**config.mk**
```make
export PLATFORM = sky130hd
export DESIGN_NAME = mesi_bus_initiator
export DESIGN_NICKNAME = d
export VERILOG_FILES = /design/src/rtl/mesi_bus_initiator.sv
export SDC_FILE = /design/constraint.sdc
export NUM_CORES = 1
export LEC_CHECK = 0
export ABC_CLOCK_PERIOD_IN_PS = 2200
export CAP_MARGIN = 20
export CORE_MARGIN = 5
export CORE_UTILIZATION = 41
export DETAILED_ROUTE_END_ITERATION = 8
export PLACE_DENSITY = 0.83
export SYNTH_ARGS = -nofsm -noshare
export SYNTH_HDL_FRONTEND = slang
export SYNTH_SLANG_ARGS = --single-unit
```
**constraint.sdc**
```tcl
create_clock -name clk -period 2.2 [get_ports clk]
set_input_delay 0.44 -clock clk [delete_from_list [all_inputs] [get_ports clk]]
set_output_delay 0.44 -clock clk [all_outputs]
set_load 0.005 [all_outputs]
```
**src/rtl/mesi_bus_initiator.sv**
```systemverilog
// mesi_bus_initiator: requesting end of the MESI snoop bus for one cache.
// Turns a cache miss/upgrade into a single bus transaction (BusRd, BusRdX or
// Invalidate), collects the Shared/Flush responses, fetches the line from the
// flushing owner or from memory, and reports fill data plus the final MESI state.
//
// Ports:
//   clk, rst_n                      clock, asynchronous active-low reset
//   Req_valid/Req_type/Req_addr     cache request (accepted when Req_ready)
//   Req_ready                       high only while idle
//   Done/Error                      one-cycle completion pulse (Error on timeout)
//   Fill_data/Fill_MESI_state       fill word and final state, valid with Done
//   Bus_req/Bus_grant               bus arbitration handshake
//   BusRd/BusRdX/Invalidate         one-cycle snoop command
//   Address_Com                     snoop address, driven in ADDR and SNOOP
//   Shared/Flush/Snoop_done         snooper responses
//   Data_Bus_Com                    data supplied by a flushing owner
//   Mem_req/Mem_ack/Mem_data        memory read handshake
module mesi_bus_initiator #(
  parameter int unsigned ADDRESSSIZE = 32,
  parameter int unsigned TIMEOUT     = 64,
  parameter int unsigned TMR_W       = 7
) (
  input  logic                   clk,
  input  logic                   rst_n,
  input  logic                   Req_valid,
  input  logic [1:0]             Req_type,
  input  logic [ADDRESSSIZE-1:0] Req_addr,
  output logic                   Req_ready,
  output logic                   Done,
  output logic                   Error,
  output logic [ADDRESSSIZE-1:0] Fill_data,
  output logic [1:0]             Fill_MESI_state,
  output logic                   Bus_req,
  input  logic                   Bus_grant,
  output logic                   BusRd,
  output logic                   BusRdX,
  output logic                   Invalidate,
  output logic [ADDRESSSIZE-1:0] Address_Com,
  input  logic                   Shared,
  input  logic                   Flush,
  input  logic                   Snoop_done,
  input  logic [ADDRESSSIZE-1:0] Data_Bus_Com,
  output logic                   Mem_req,
  input  logic                   Mem_ack,
  input  logic [ADDRESSSIZE-1:0] Mem_data
);

  localparam logic [1:0] MesiI = 2'b00;
  localparam logic [1:0] MesiS = 2'b01;
  localparam logic [1:0] MesiE = 2'b10;
  localparam logic [1:0] MesiM = 2'b11;

  typedef enum logic [2:0] {
    StIdle,
    StArb,
    StAddr,
    StSnoop,
    StMem,
    StComplete
  } state_e;

  state_e                 r_state, w_state_nxt;
  logic [1:0]             r_type;
  logic [ADDRESSSIZE-1:0] r_addr;
  logic [ADDRESSSIZE-1:0] r_fill;
  logic [1:0]             r_mesi, w_mesi_nxt;
  logic                   r_shared;
  logic                   r_err, w_err_nxt;
  logic [TMR_W-1:0]       r_tmr;

  logic w_accept;
  logic w_cap_bus;
  logic w_cap_mem;
  logic w_is_upg;
  logic w_is_wr;
  logic w_tmo;

  // Type 11 falls through to the read path because only 01 and 10 are decoded.
  assign w_is_upg = (r_type == 2'b10);
  assign w_is_wr  = (r_type == 2'b01);
  // Counter starts at 0 on the first SNOOP/MEM cycle, so this fires on the
  // TIMEOUT-th cycle and COMPLETE lands exactly TIMEOUT cycles after entry.
  assign w_tmo    = (r_tmr == TMR_W'(TIMEOUT - 1));

  assign Fill_data       = r_fill;
  assign Fill_MESI_state = r_mesi;

  always_comb begin
    w_state_nxt = r_state;
    w_accept    = 1'b0;
    w_cap_bus   = 1'b0;
    w_cap_mem   = 1'b0;
    w_mesi_nxt  = r_mesi;
    w_err_nxt   = r_err;
    Req_ready   = 1'b0;
    Bus_req     = 1'b0;
    BusRd       = 1'b0;
    BusRdX      = 1'b0;
    Invalidate  = 1'b0;
    Mem_req     = 1'b0;
    Done        = 1'b0;
    Error       = 1'b0;
    Address_Com = '0;
    case (r_state)
      StIdle: begin
        Req_ready = 1'b1;
        if (Req_valid) begin
          w_accept    = 1'b1;
          w_err_nxt   = 1'b0;
          w_state_nxt = StArb;
        end
      end
      StArb: begin
        Bus_req = 1'b1;
        if (Bus_grant) w_state_nxt = StAddr;
      end
      StAddr: begin
        Bus_req     = 1'b1;
        Address_Com = r_addr;
        BusRd       = !w_is_upg && !w_is_wr;
        BusRdX      = w_is_wr;
        Invalidate  = w_is_upg;
        w_state_nxt = StSnoop;
      end
      StSnoop: begin
        Bus_req     = 1'b1;
        Address_Com = r_addr;
        if (Snoop_done) begin
          if (w_is_upg) begin
            w_mesi_nxt  = MesiM;
            w_state_nxt = StComplete;
          end else if (Flush) begin
            w_cap_bus   = 1'b1;
            w_mesi_nxt  = w_is_wr ? MesiM : MesiS;
            w_state_nxt = StComplete;
          end else begin
            w_state_nxt = StMem;
          end
        end else if (w_tmo) begin
          w_mesi_nxt  = MesiI;
          w_err_nxt   = 1'b1;
          w_state_nxt = StComplete;
        end
      end
      StMem: begin
        Bus_req = 1'b1;
        Mem_req = 1'b1;
        if (Mem_ack) begin
          w_cap_mem   = 1'b1;
          // r_shared already includes the Snoop_done cycle.
          w_mesi_nxt  = w_is_wr ? MesiM : (r_shared ? MesiS : MesiE);
          w_state_nxt = StComplete;
        end else if (w_tmo) begin
          w_mesi_nxt  = MesiI;
          w_err_nxt   = 1'b1;
          w_state_nxt = StComplete;
        end
      end
      StComplete: begin
        Bus_req     = 1'b1;
        Done        = 1'b1;
        Error       = r_err;
        w_state_nxt = StIdle;
      end
      default: w_state_nxt = StIdle;
    endcase
  end

  always_ff @(posedge clk or negedge rst_n) begin
    if (!rst_n) begin
      r_state  <= StIdle;
      r_type   <= 2'b00;
      r_addr   <= '0;
      r_fill   <= '0;
      r_mesi   <= MesiI;
      r_shared <= 1'b0;
      r_err    <= 1'b0;
      r_tmr    <= '0;
    end else begin
      r_state <= w_state_nxt;
      r_mesi  <= w_mesi_nxt;
      r_err   <= w_err_nxt;
      if (w_accept) begin
        r_type <= Req_type;
        r_addr <= Req_addr;
      end
      if (w_accept) begin
        r_shared <= 1'b0;
      end else if (r_state == StSnoop) begin
        r_shared <= r_shared | Shared;
      end
      if (w_cap_bus) begin
        r_fill <= Data_Bus_Com;
      end else if (w_cap_mem) begin
        r_fill <= Mem_data;
      end
      // Clear on the cycle before entering SNOOP or MEM.
      if (r_state == StAddr || (r_state == StSnoop && w_state_nxt == StMem)) begin
        r_tmr <= '0;
      end else if (r_state == StSnoop || r_state == StMem) begin
        r_tmr <= r_tmr + TMR_W'(1);
      end
    end
  end

endmodule

```
# Word level (Yosys, flattened, before mapping)
# Index checks and enable logic that the tools add are counted.
dict set report word_totals {
  regBits 80
  latchBits 0
  ramBits 0
  rom_bits 0
  inputBits 106
  n_memories 0
}
dict set report classes {
  n_addsub 1
  mul 0
  div_mod_pow 0
  order_cmp 0
  n_eq_ne 13
  shifts 0
  n_mux 45
  bitwise 1
  reduce_logical 16
}
# cell count
set ops {}
lappend ops {{two-way mux 32 bit} 3}
lappend ops {{two-way mux 1 bit} 24}
lappend ops {{two-way mux 2 bit} 8}
lappend ops {{two-way mux 3 bit} 5}
lappend ops {{case mux 3 bit (5 select lines)} 1}
lappend ops {{two-way mux 7 bit} 2}
lappend ops {{equality test 3 bit (second input constant)} 3}
lappend ops {{nonzero test 2 bit} 4}
lappend ops {{adder 7 x 1 -> 7 bit (second input constant)} 1}
lappend ops {{equality test 7 x 6 -> 1 bit (second input constant)} 1}
lappend ops {{equality test 3 x 2 -> 1 bit (second input constant)} 2}
lappend ops {{inequality test 2 bit (second input constant)} 3}
lappend ops {{OR reduction 5 bit} 1}
lappend ops {{inequality test 4 bit (second input constant)} 1}
lappend ops {{case mux 2 bit (2 select lines)} 1}
lappend ops {{AND reduction 4 bit} 1}
lappend ops {{equality test 3 x 1 -> 1 bit (second input constant)} 1}
lappend ops {{zero test 3 bit} 1}
lappend ops {{case mux 1 bit (3 select lines)} 1}
lappend ops {{nonzero test 3 bit} 1}
lappend ops {{equality test 2 x 1 -> 1 bit (second input constant)} 1}
lappend ops {{equality test 2 bit (second input constant)} 1}
lappend ops {{logical AND 1 bit} 2}
lappend ops {{zero test 1 bit} 2}
lappend ops {{4 further kinds} 5}

# Depth between registers and ports, before layout
# Gate-level depths: netlist of the first run.
dict set report logic_depth {
  ltp_word 8
  mapped_depth 8
  mapped_depth_nobuf 6
}

# Least setup slack after synthesis of the first run
# OpenSTA, ideal clock, no wires.
dict set report synth_path {
  kind {flip-flop to output port}
  startpoint {register r_state[1]}
  endpoint {output Address_Com[10]}
  arrival_time_ps 1247
  required_time_ps 1760
  path_slack_ps 513
  stages_incl_launch_ff 5
  n_path_buf 2
  path_cell_list {dfrtp_1 -> buf_2 -> nor2b_1 -> clkbuf_1 -> and2_1}
}
dict set report synth_via {
  elab_chain_len 3
}
# item line_no
set synth_lines {}
lappend synth_lines {{from (decl)} 62} ;# state_e r_state, w_state_nxt;
lappend synth_lines {{from (signal assigned)} 171} ;# r_state <= StIdle;
lappend synth_lines {{from (signal assigned)} 180} ;# r_state <= w_state_nxt;
lappend synth_lines {{equality test 3 x 2 -> 1 bit} 104} ;# case (r_state)
lappend synth_lines {{OR reduction 2 bit (no source line) (*)} -}
lappend synth_lines {{two-way mux 32 bit (*)} 104}
lappend synth_lines {{to (decl)} 38} ;# output logic [ADDRESSSIZE-1:0] Address_Com,
# Every way passes the cells marked *; elsewhere a longest branch is shown, timed or not.

# Worst setup path in the final report of the first run
dict set report layout_path {
  startpoint {register r_state[1]}
  endpoint {output Req_ready}
}
dict set report layout_via {
  elab_chain_len 2
}
# item line_no
set layout_lines {}
lappend layout_lines {{zero test 3 bit} 104}
lappend layout_lines {{two-way mux 1 bit} 104}
lappend layout_lines {{to (decl)} 28} ;# output logic Req_ready,
# No other way between the ends.

==> summary.md, run 1 <==
| Metric | Value |
|---|---|
| Switch Pwr | `2440 µW` |
| Clock share of power | `15.6%` |
| WL/cell | `16.7 µm` |
| Mapped Nets | `466` |
| Period utilization | `95.7%` |
| Combinational share of power | `50.7%` |
| Int Pwr | `4940 µW` |
| Share of the synthesized area in the top cell type | `52.8%` |
| Diodes inserted | `0` |
| Ys async rst share | `100%` |
| Most frequent cells after synthesis | `dfrtp_1 (80), nand2_1 (72), and2_1 (34)` |
| Crit path max-delay family | `buffers and inverters` |
| CP Cell Sequence | `buf_4 > nor3_4 > clkdlybuf4s50_1` |
| Clock period minus worst slack | `2.11 ns` |
| Post-route DRC | `0` |
| Setup WS post-layout | `0.0937 ns` |
| Vias in the first global route | `3523` |
| Mapped Cells | `357` |
| RSZ-0062 raised after global routing | `false` |
| CTS tree | `done` |
| Sequential power share | `33.7%` |
| Worst hold margin | `0.0579 ns` |
| Status | `complete, no violations` |
| WL final | `11200 µm` |
| Max incr delay on CP | `0.53 ns` |
| Clock-pin slew on the worst setup and hold paths | `0.08 ns` |
| Worst path slowest cell | `clkdlybuf4s50_1` |
| Fillers | `729` |
| H-tree levels | `3` |
| Fin nets | `661` |
| GR Util met1 | `23.1%` |
| Net Sw Frac | `33.1%` |
| Core footprint | `9110 µm²` |
| Vias | `3454` |
| Drt first-iter violations | `112` |
| Largest net degree at the start of global routing | `45` |
| Power Total | `7380 µW` |
| Buf/Inv on CP | `2` |
| Crit path arrival time | `1.67 ns` |
| Layout cells sized above 1 | `16.9%` |
| Most common cell in the netlist | `dfrtp_1` |
| Synth Warn # | `0` |
| Num CTS Buffers | `9` |
| Pwr dens | `1200 nW/µm²` |
| Synth area leaders | `dfrtp_1 (53%), mux2_2 (9.5%), nand2_1 (7.1%)` |
| Global Route met2 Usage | `32.9%` |
| Row cnt | `35` |
| Max Clk Rate | `0.475 GHz` |
| Port bufs | `179` |
| Met3 GRT Util | `4.80%` |
| Top Usage Layer GRT | `met2` |
| CP required | `1.76 ns` |
| Cell area after synthesis | `3790 µm²` |
| First-pass GRT wire length | `17500 µm` |
| Worst-Margin Slew | `0.503 ns` |
| Clk_lat worst skew | `0.35 ns` |
| Clock tree sinks | `80` |
| Critical path fanouts, max | `5` |
| Netlist cell types | `40` |
| GRT Overall Usage | `19.2%` |
| Worst Clk Skew | `0.00992 ns` |
| Slew HR | `66.4%` |
| Prevailing post-synth register cell | `dfrtp_1` |
| Sequential area share after synthesis | `52.8%` |
| Startpoint class of the critical path | `register` |
| Finished Layout Cells | `668` |
| Initial core utilization | `41.6%` |
| Mapped Avg Cell Area | `10.6 µm²` |
| VDD IR max | `0.463 mV` |
| Number of nets with antenna violations after routing | `0` |
| Vias per inst | `5.17` |
| Pre-CTS setup slack | `0.167 ns` |
| Post-synth top area cell | `dfrtp_1` |
| Hold Buf Count CTS | `0` |
| Final RePlAce weighted congestion | `0.913` |
| Die Y | `106 µm` |
| HP Class | `in2async` |
| Post-DP HPWL | `8110 µm` |
| Setup Crit Path Kind | `reg2out` |
| Overflow after GRT | `0` |
| # setup viols final | `0` |
| # IOs | `180` |
| Clk buf depth | `2` |
| Area Growth Syn to Fin | `61.8%` |
| Leak | `0.00287 µW` |
| Die area | `11300 µm²` |
| Clk root buf | `clkbuf_8` |
| Max-cap check violation count | `0` |
| 1st-pass router iterations | `5` |
| Final Hold Viols | `0` |
| Critical path endpoint category | `output pin` |
| Antenna violations before repair | `0` |
| Die Wd | `106 µm` |
| Post-Place Cells | `635` |
| Seq cells post-synth | `80` |
| Final Slew Violations | `0` |
| Post-synth EDFFs | `0` |
| Fin Setup TNS | `0 ns` |
[power by group through the flow]
stage	combinational, µW	clock, µW	sequential, µW
after floorplan	1650	0	2440
after global placement	3510	0	2480
after detailed placement	3580	0	2520
after CTS	3480	1180	2490
after global routing	4080	1240	2570
final	3740	1150	2490
[routing by layer]
metal,vias to the layer above,part of all wire [%]
met5,-,0
met4,0,2.4
met3,24,6.3
met2,121,51
met1,1686,40
li1,1623,-
[logic make-up (layout without fill, tap and decap cells)]
kind of cell | Yosys count | count (layout) | synth area share (%)
AOI/OAI and AO/OA | 68 | 68 | 13.7
xor gates and xnor gates | 6 | 6 | 1.39
adders and majority gates | 3 | 3 | 0.990
buffers and inverters | 33 | 233 | 4.13
DFF | 80 | 80 | 52.8
muxes | 33 | 33 | 9.77
and+or+nand+nor | 134 | 134 | 17.3
[placed cells by master, fill, tap and decap left out, types with 2 or more instances in the layout]
cell type        instances
nand2_1                 72
clkinvlp_4               2
nand3b_1                 3
xor2_1                   4
a21oi_1                  6
o21ai_0                  9
nor3_1                   4
dlymetal6s2s_1           5
a22oi_1                 32
and2_1                  33
buf_12                   4
a211oi_1                 5
xnor2_1                  2
ha_1                     2
mux2_2                  32
clkbuf_16                2
clkdlybuf4s50_1        141
dlygate4sd2_1           32
clkbuf_8                11
buf_4                   25
o2111ai_1                2
dfrtp_1                 79
nand2b_1                 2
a211oi_2                 5
inv_1                    7
nor2_1                   6
and3_1                   4
[through the flow]
step / utilization, % / cell area [µm²]
after floorplan: - / 3790
after global placement: 63.2 / 5760
after detailed placement: 63.2 / 5760
after CTS: 65.7 / 5980
after global routing: 67.3 / 6130
final: 67.3 / 6130
[path summary, 6_finish.rpt]
kind / slack [ns] / cells after the start / to / start
min in group clk: 0.48 / 2 / Fill_data[19] / Fill_data[19]
max: 0.09 / 3 / Req_ready / r_state[1]
max reg2reg: 0.25 / 7 / r_tmr[1] / r_state[2]
max in group asynchronous: 1.53 / 2 / r_state[2] / rst_n
min reg2reg: 0.48 / 2 / Fill_data[19] / Fill_data[19]
min: 0.06 / 1 / Fill_data[6] / rst_n
[layout make-up]
class | instances | area [µm²] | area share [%]
timing repair buffer | 209 | 2070 | 33.8
sequential | 80 | 2000 | 32.7
multi-input combinational | 244 | 1670 | 27.3
clock buffer | 11 | 151 | 2.47
tap | 111 | 139 | 2.26
clock inverter | 5 | 62.6 | 1.02
inverter | 8 | 32.5 | 0.530
[flip-flops by register name (all words and copies together), names as in the netlist]
name             cells
Fill_MESI_state      2
Fill_data           32
r_addr              32
r_err                1
r_shared             1
r_state              3
r_tmr                7
r_type               2
[timing repair]
| action | 4_1_cts | 5_1_grt |
|---|---|---|
| setup endpoints to repair | 37 | 7 |
| gates cloned | 0 | 2 |
| gates resized for setup | 35 | 9 |
| setup buffers | 5 | 10 |
| pin swaps | 0 | 1 |
| endpoints found under the hold margin | 0 | 0 |
Note: power is estimated with default switching activity, not from simulation.
==> run 2: changes to the inputs <==
GPL_TIMING_DRIVEN = 0   (was not set)
==> run 2 against run 1 <==
Cell count grew 2.4%. Die area is the same. Critical path depth is 3 higher. Non-clock buffer count is 16 higher. Clock skew grew 0.0027 ns. First-iteration DRC count increased by 23%.
==> summary.md, run 2 (same netlist as run 1, synthesis figures left out) <==
| Metric | Value |
|---|---|
| Status | `complete, no violations` |
| Commonest non-fill, non-tap cells in the layout | `clkdlybuf4s50_1 (140), dfrtp_1 (79), nand2_1 (72), and2_1 (33)` |
| Buf/Inv on CP | `4` |
| Fin Setup TNS | `0 ns` |
| Max Clk Rate | `0.459 GHz` |
| RSZ-0062 raised after global routing | `true` |
| CP required | `1.76 ns` |
| Final RePlAce weighted congestion | `0.834` |
| Pre-CTS setup slack | `-0.467 ns` |
| WL final | `11400 µm` |
| WL/cell | `16.7 µm` |
| GRT Overall Usage | `20.5%` |
| Clock-pin slew on the worst setup and hold paths | `0.09 ns` |
| Post-route DRC | `0` |
| Clk root buf | `clkbuf_8` |
| Max-cap check violation count | `0` |
| Commonest non-fill, non-tap cell in the layout | `clkdlybuf4s50_1` |
| Startpoint class of the critical path | `register` |
| H-tree levels | `3` |
| Final Hold Viols | `0` |
| Clk buf depth | `2` |
| Initial core utilization | `41.6%` |
| Worst Clk Skew | `0.0127 ns` |
| Layout cells sized above 1 | `20.8%` |
| Multi-input logic area | `1660 µm²` |
| Diodes inserted | `0` |
| Critical path endpoint category | `output pin` |
| # IOs | `180` |
| CTS tree | `done` |
| Max incr delay on CP | `0.41 ns` |
| Antenna violations before repair | `0` |
| Vias | `3423` |
| Number of nets with antenna violations after routing | `0` |
| Port bufs | `179` |
| CP Cell Sequence | `buf_6 > nor2b_4 > buf_4 > clkbuf_8 > and2_1 > clkdlybuf4s15_1` |
| Final Slew Violations | `0` |
| Fin nets | `677` |
| Pwr dens | `1210 nW/µm²` |
| Vias in the first global route | `3693` |
| R2R Setup Slk | `0.15 ns` |
| Die area | `11300 µm²` |
| Area Growth Syn to Fin | `61.2%` |
| Crit path max-delay family | `buffers and inverters` |
| Worst path slowest cell | `dfrtp_1` |
| Worst-Margin Slew | `0.710 ns` |
| Period utilization | `99.0%` |
| Die Wd | `106 µm` |
| Setup WS post-layout | `0.0229 ns` |
| 1st-pass router iterations | `4` |
| Post-DP HPWL | `8520 µm` |
| Fillers | `731` |
| Core footprint | `9110 µm²` |
| # setup viols final | `0` |
| Vias per inst | `5.00` |
| Hold Buf Count CTS | `0` |
| Crit path arrival time | `1.74 ns` |
| Clock period minus worst slack | `2.18 ns` |
| VDD IR max | `0.537 mV` |
| Leak | `0.00278 µW` |
| Clk_lat worst skew | `0.34 ns` |
| Overflow after GRT | `0` |
| Fin util | `67.1%` |
| HP Class | `in2async` |
| Register area | `2000 µm²` |
| Drt first-iter violations | `138` |
| Critical path fanouts, max | `5` |
| Row cnt | `35` |
| Clock tree sinks | `80` |
| Slew HR | `52.3%` |
| Num CTS Buffers | `9` |
| Die Y | `106 µm` |
| Setup Crit Path Kind | `reg2out` |
| Largest net degree at the start of global routing | `43` |
| First-pass GRT wire length | `18500 µm` |
-- run 2: changes by cell type in the layout (fill, tap and decap cells not counted), sizes merged --
cell and change:
buf +12, clkbuf +20, clkdlybuf4s15 +15, clkdlybuf4s50 -1, clkinv +1, clkinvlp +1, dlygate4sd2 -26, dlymetal6s2s -4
inv -2
-- run 2: per-stage QoR --
| stage | hold WS (ns) | cell area, µm² | power (µW) | instances |
|---|---|---|---|---|
| finish | 0.0710 | 6110 | 7370 | 684 |
| global route | 0.109 | 6110 | 7890 | 684 |
| CTS | 0.0797 | 6100 | 7390 | 679 |
| detailed placement | 0.463 | 5740 | 6030 | 648 |
| global placement | 0.459 | 5720 | 5910 | 647 |
| floorplan | 0.144 | 3790 | 4100 | 357 |
-- run 2: final cells by class --
cell class | count | area share (%)
Clock inverter | 5 | 0.942
Timing Repair Buffer | 200 | 31.3
Multi-Input combinational cell | 244 | 27.1
Inverter | 8 | 0.573
Tap cell | 111 | 2.27
Buffer | 25 | 2.89
Sequential cell | 80 | 32.8
Clock buffer | 11 | 2.15
-- run 2: path summary, 6_finish.rpt --
check                           cells after the start             end          start
worst max-delay path                                6  Address_Com[4]     r_state[2]
worst min-delay path                                1    Fill_data[6]          rst_n
worst max register to register                      5        r_tmr[4]       r_tmr[0]
worst min register to register                      2   Fill_data[17]  Fill_data[17]
max in group asynchronous                           2      r_state[0]          rst_n
min in group clk                                    2   Fill_data[17]  Fill_data[17]
-- run 2: repair_timing --
item / 4_1_cts / 5_1_grt
hold endpoints to repair: 0 / 0
cloned: 3 / 0
setup endpoints to repair: 37 / 21
pin swaps: 0 / 1
resized for setup: 87 / 31
setup buffers: 12 / 6
-- run 2: metal layers --
layer / global-route usage [%] / wire [µm] / vias to the layer above
li1: - / - / 1654
met5: 0 / 0 / -
met1: 25.3 / 4640 / 1641
met2: 35.1 / 5870 / 117
met4: 6.57 / 172 / 0
met3: 5.34 / 729 / 11
-- run 2: worst reg2reg max path: stages (launching register included) --
cell	delay [ns]
dfrtp_1	0.41
ha_1	0.20
nand3_1	0.16
nor3_1	0.62
o21a_1	0.38
a211oi_1	0.13
-- run 2: report_power, final --
part           leakage (µW)  switching (µW)  total, µW  internal (µW)
registers          0.000990             333       2460           2130
clock network     0.0000856             541       1070            524
logic               0.00171            1590       3840           2260
total               0.00278            2460       7370           4910
